File: config.mk
export PLATFORM = sky130hd
export DESIGN_NAME = traffic_light_ctrl
export DESIGN_NICKNAME = d
export VERILOG_FILES = /design/src/rtl/traffic_light_ctrl.sv
export SDC_FILE = /design/constraint.sdc
export NUM_CORES = 1
export LEC_CHECK = 0
export ABC_AREA = 1
export BUFFER_PORTS_ARGS = -buffer_cell sky130_fd_sc_hd__buf_2
export CORE_MARGIN = 2
export CORE_UTILIZATION = 35
export DETAILED_ROUTE_END_ITERATION = 7
export GPL_TIMING_DRIVEN = 0
export SETUP_SLACK_MARGIN = 0.1
export SYNTH_ARGS = -nofsm -noshare
export SYNTH_HDL_FRONTEND = slang
export SYNTH_SLANG_ARGS = --single-unit
File: constraint.sdc
create_clock -name clk -period 4.42 [get_ports clk]
set_input_delay 0.442 -clock clk [delete_from_list [all_inputs] [get_ports clk]]
set_output_delay 0.442 -clock clk [all_outputs]
set_load 0.005 [all_outputs]
File: src/rtl/traffic_light_ctrl.sv
// Two-road intersection sequencer with an optional pedestrian walk phase.
// The walk phase is built only when TRAFFIC_PED_WALK_EN is defined.
module traffic_light_ctrl #(
  parameter int G_MAIN_MIN = 8,
  parameter int G_SIDE     = 6,
  parameter int Y_TIME     = 3,
  parameter int RED_CLR    = 1,
  parameter int WALK_TIME  = 5,
  parameter int TW         = 8
) (
  input  logic       clk,
  input  logic       rst,
  input  logic       car_side,
  input  logic       ped_req,
  output logic [2:0] main_light,
  output logic [2:0] side_light,
  output logic       walk,
  output logic       ped_pending,
  output logic [2:0] state
);

  typedef enum logic [2:0] {
    MAIN_GREEN  = 3'd0,
    MAIN_YELLOW = 3'd1,
    ALL_RED_A   = 3'd2,
    WALK        = 3'd3,
    SIDE_GREEN  = 3'd4,
    SIDE_YELLOW = 3'd5,
    ALL_RED_B   = 3'd6,
    ILLEGAL     = 3'd7
  } state_e;

  localparam logic [2:0] LAMP_R = 3'b100;
  localparam logic [2:0] LAMP_Y = 3'b010;
  localparam logic [2:0] LAMP_G = 3'b001;

  // Timer load value is duration-1; a zero duration behaves as one cycle.
  function automatic logic [TW-1:0] load_val(input state_e s);
    int d;
    case (s)
      MAIN_GREEN:               d = G_MAIN_MIN;
      MAIN_YELLOW, SIDE_YELLOW: d = Y_TIME;
      WALK:                     d = WALK_TIME;
      SIDE_GREEN:               d = G_SIDE;
      default:                  d = RED_CLR;
    endcase
    return (d <= 1) ? '0 : TW'(d - 1);
  endfunction

  state_e        state_q, state_d;
  logic [TW-1:0] timer_q, timer_d;
  logic          ped_pend_q, ped_pend_d;
  logic          done;

  always_ff @(posedge clk or negedge rst) begin
    if (!rst) begin
      state_q    <= MAIN_GREEN;
      timer_q    <= load_val(MAIN_GREEN);
      ped_pend_q <= 1'b0;
    end else begin
      state_q    <= state_d;
      timer_q    <= timer_d;
      ped_pend_q <= ped_pend_d;
    end
  end

  always_comb begin
    state_d = state_q;
    timer_d = timer_q;
    done    = (timer_q == '0);
    case (state_q)
      MAIN_GREEN:  if (done && (car_side || ped_pend_q)) state_d = MAIN_YELLOW;
      MAIN_YELLOW: if (done) state_d = ALL_RED_A;
      ALL_RED_A:   if (done) state_d = ped_pend_q ? WALK
                                     : (car_side ? SIDE_GREEN : ALL_RED_B);
      WALK:        if (done) state_d = car_side ? SIDE_GREEN : ALL_RED_B;
      SIDE_GREEN:  if (done) state_d = SIDE_YELLOW;
      SIDE_YELLOW: if (done) state_d = ALL_RED_B;
      ALL_RED_B:   if (done) state_d = MAIN_GREEN;
      default:     state_d = ALL_RED_B;
    endcase
    // Main green with no demand parks the timer at zero.
    if (state_d != state_q) timer_d = load_val(state_d);
    else if (!done)         timer_d = timer_q - 1'b1;
  end

`ifdef TRAFFIC_PED_WALK_EN
  // Entering WALK serves the request, so clear beats a coincident set.
  always_comb begin
    ped_pend_d = ped_pend_q;
    if (state_d == WALK && state_q != WALK) ped_pend_d = 1'b0;
    else if (ped_req && state_q != WALK)    ped_pend_d = 1'b1;
  end
  assign walk = (state_q == WALK);
`else
  logic unused_ped_req;
  assign unused_ped_req = ped_req;
  assign ped_pend_d     = 1'b0;
  assign walk           = 1'b0;
`endif

  always_comb begin
    main_light = LAMP_R;
    side_light = LAMP_R;
    case (state_q)
      MAIN_GREEN:  main_light = LAMP_G;
      MAIN_YELLOW: main_light = LAMP_Y;
      SIDE_GREEN:  side_light = LAMP_G;
      SIDE_YELLOW: side_light = LAMP_Y;
      default: ;
    endcase
  end

  assign ped_pending = ped_pend_q;
  assign state       = state_q;

endmodule

==> impl_metrics.ini <==
[logic_synthesis]
syn_inst = 123
synth_edf_count = 0
synth_top_cell_area_share = 0.219
ys_ff_latch = 11
postSynthAreaPerCell_sq_um = 7.43
ys_types = 36
synth_warnings = 0
ys.flop_type = dfrtp_1
synth_area_leader_cell = dfrtp_1
syn_area_sq_um = 913
synthArstFlopShare = 1.00
synth_top_cells_by_area = dfrtp_1 22%, dfstp_2 8.6%, nand2_1 8.6%
yosysSeqAreaShare = 0.305

[floorplan]
die_area_sq_um = 3030
die_y_um = 55.1
rows = 18
die_x_um = 55.1
coreArea_sq_um = 2480
boundaryPins = 15
start_util = 0.369

[routing]
wl_per_cell_um = 11.3
drc = 0
postRouteAntennaNets = 0
vias = 838
firstDrtPassIters = 4
drt_iter0_drc = 21
wl_mm = 1.91
drt-vias-per-instance = 4.96

[power_and_ir_drop]
p_total_mw = 0.784
ir_worst_vdd_v = 0.000406
power.leakage_nw = 0.577
sw_frac_of_total = 0.497
clockPowerShare = 0.090
switchingPower_mw = 0.390
power_density_nw_per_um2 = 757
comb_power_share = 0.644
seq_power_share = 0.266
p_int_mw = 0.394

[hold_path]
min_path_type = input pin to asynchronous set/reset pin

[critical_path]
r2r_setup_slack_ns = 1.68
critPathMostFrequentCell = nand2_2
crit_path_end_kind = register
worstPathArrival_ns = 2.94
rr_startpoint = timer_q[0]$_DFFE_PN1P_
critical_path_class = register to register
crit_slowest_cell = dfstp_2
critPathMaxFanout = 8
required_ns = 4.62
startpoint_type = register
critPathMaxStageDelay_ns = 0.37
crit_chain = inv_1 > ha_1 > nand2_2 > nor2_4 > nand2_2 > o21ai_1 > nand2_1 > o21bai_1 > ha_1 > or2_2 > nand3_2 > nand2_2 > inv_2 > nand3_1 > a21oi_1
reg2reg_depth = 15
r2r_end = timer_q[2]$_DFFE_PN1P_

[place]
dp_hpwl_mm = 1.50
io_buffers = 11
place_congestion = 0.778

[run_status]
status = completed

[grt]
grt.total_usage = 0.153
grt_pass1_wl_mm = 3.26
grt_pass1_vias = 743
antenna_found_initial = 0
grt_max_degree = 12
grt_overflow = 0

[cells_and_area]
antenna_cells = 0
final_util = 0.418
fillers = 279
fin_nets = 148
area_growth_pct = 13.4
drive_gt1_frac = 0.309

[run]
cap_violations = 0

[timing]
max_freq_ghz = 0.364
finalHoldViolCount = 0
rsz0062_at_grt = no
fin_crit_sh = 0.621
setup-violations-final = 0
skew_ns = 0.000253
setup_tns_ns = 0
fin_crit_ns = 2.74
finalMaxSlewViolations = 0

[cts]
cts_buffer_depth = 2
hold_buffers = 0
clock_sinks = 11
clock_latency_ns = 0.27
numCtsBuffers = 3
root_buffer = clkbuf_4
clk_pin_slew_ns = 0.07
h-tree-depth = 1
cts_tree = built
cts.repair.resized = 0
postCtsSetupRepairBufs = 0
worst max path at each step:
stage / cells after the start / end / start
final: 15 / timer_q[2]$_DFFE_PN1P_ / timer_q[0]$_DFFE_PN1P_
after global routing: 15 / timer_q[2]$_DFFE_PN1P_ / timer_q[0]$_DFFE_PN1P_
after CTS: 15 / timer_q[2]$_DFFE_PN1P_ / timer_q[0]$_DFFE_PN1P_
after detailed placement: 15 / timer_q[2]$_DFFE_PN1P_ / timer_q[0]$_DFFE_PN1P_
after global placement: 16 / timer_q[2]$_DFFE_PN1P_ / timer_q[0]$_DFFE_PN1P_
after floorplan: 16 / timer_q[2]$_DFFE_PN1P_ / timer_q[0]$_DFFE_PN1P_
cell type report:
class | instances | area [sq um] | share of cell area
Inverter | 23 | 87.6 | 0.0845
Timing Repair Buffer | 11 | 55.1 | 0.0531
Tap cell | 30 | 37.5 | 0.0362
Sequential cell | 11 | 279 | 0.269
Buffer | 2 | 15.0 | 0.0145
Clock buffer | 4 | 26.3 | 0.0254
Multi-Input combinational cell | 88 | 536 | 0.517
metal layers:
| layer | global-route usage | up-vias | part of all wire |
|---|---|---|---|
| met1 | 0.193 | 391 | 0.46 |
| met3 | 0.0323 | 2 | 0.033 |
| met2 | 0.254 | 13 | 0.50 |
| met4 | 0.0610 | 0 | 0.010 |
| met5 | 0 | - | 0 |
| li1 | - | 432 | - |
worst max-delay path: cells and delay by family, from the launching register on:
family	cells	cell delay [ns]
compound gates	3	0.63
fa+ha+maj	2	0.47
buf+inv	2	0.15
flops	1	0.37
simple gates	8	1.04
layout by cell type, fill, tap and decap left out, types with 3 or more instances in the layout:
cell type  synthesis  layout
dfrtp_1            8       8
dfstp_2            3       3
inv_1             16      16
nand2_2            6       6
nand2_1           21      21
ha_1               4       4
nor3_1             4       4
inv_2              5       5
clkbuf_4           0       3
buf_2              0      11
o21ai_0            3       3
nor2_1            12      12
nand3_1            9       9
sequential cells by signal (all words and copies together) (netlist names):
name,cells
state,3
timer_q,8
cell usage after synthesis, types with 2 or more instances:
library cell / count
nand2_1: 21
inv_1: 16
nor2_1: 12
nand3_1: 9
dfrtp_1: 8
nand2_2: 6
inv_2: 5
ha_1: 4
nor3_1: 4
dfstp_2: 3
o21ai_0: 3
a21oi_1: 2
buf_4: 2
nand3_2: 2
nor2_2: 2
nor2_4: 2
or2_2: 2
xor2_1: 2
per-stage QoR:
step	std cells	instance area [sq um]	hold WS, ns	worst slack (ns)
floorplan	124	917	0.146	2.02
global placement	165	1010	0.334	1.78
detailed placement	165	1010	0.332	1.71
CTS	169	1040	0.0320	1.70
global route	169	1040	0.0417	1.45
finish	169	1040	0.0361	1.68
power by group through the flow:
stage                     registers, mW  clock network, mW  logic, mW
after global placement            0.210                  0      0.492
after CTS                         0.209             0.0737      0.510
final                             0.208             0.0705      0.505
after detailed placement          0.210                  0      0.507
after global routing              0.217             0.0782      0.577
after floorplan                   0.201                  0      0.394
logic make-up after synthesis:
family	count (synthesis)	share of synthesized area
and+or+nand+nor	65	0.390
buffers and inverters	25	0.112
AOI/OAI and AO/OA	15	0.114
DFF	11	0.305
adders and majority gates	4	0.0548
xor gates and xnor gates	2	0.0192
other	1	0.00411
Note: power is estimated with default switching activity, not from simulation.
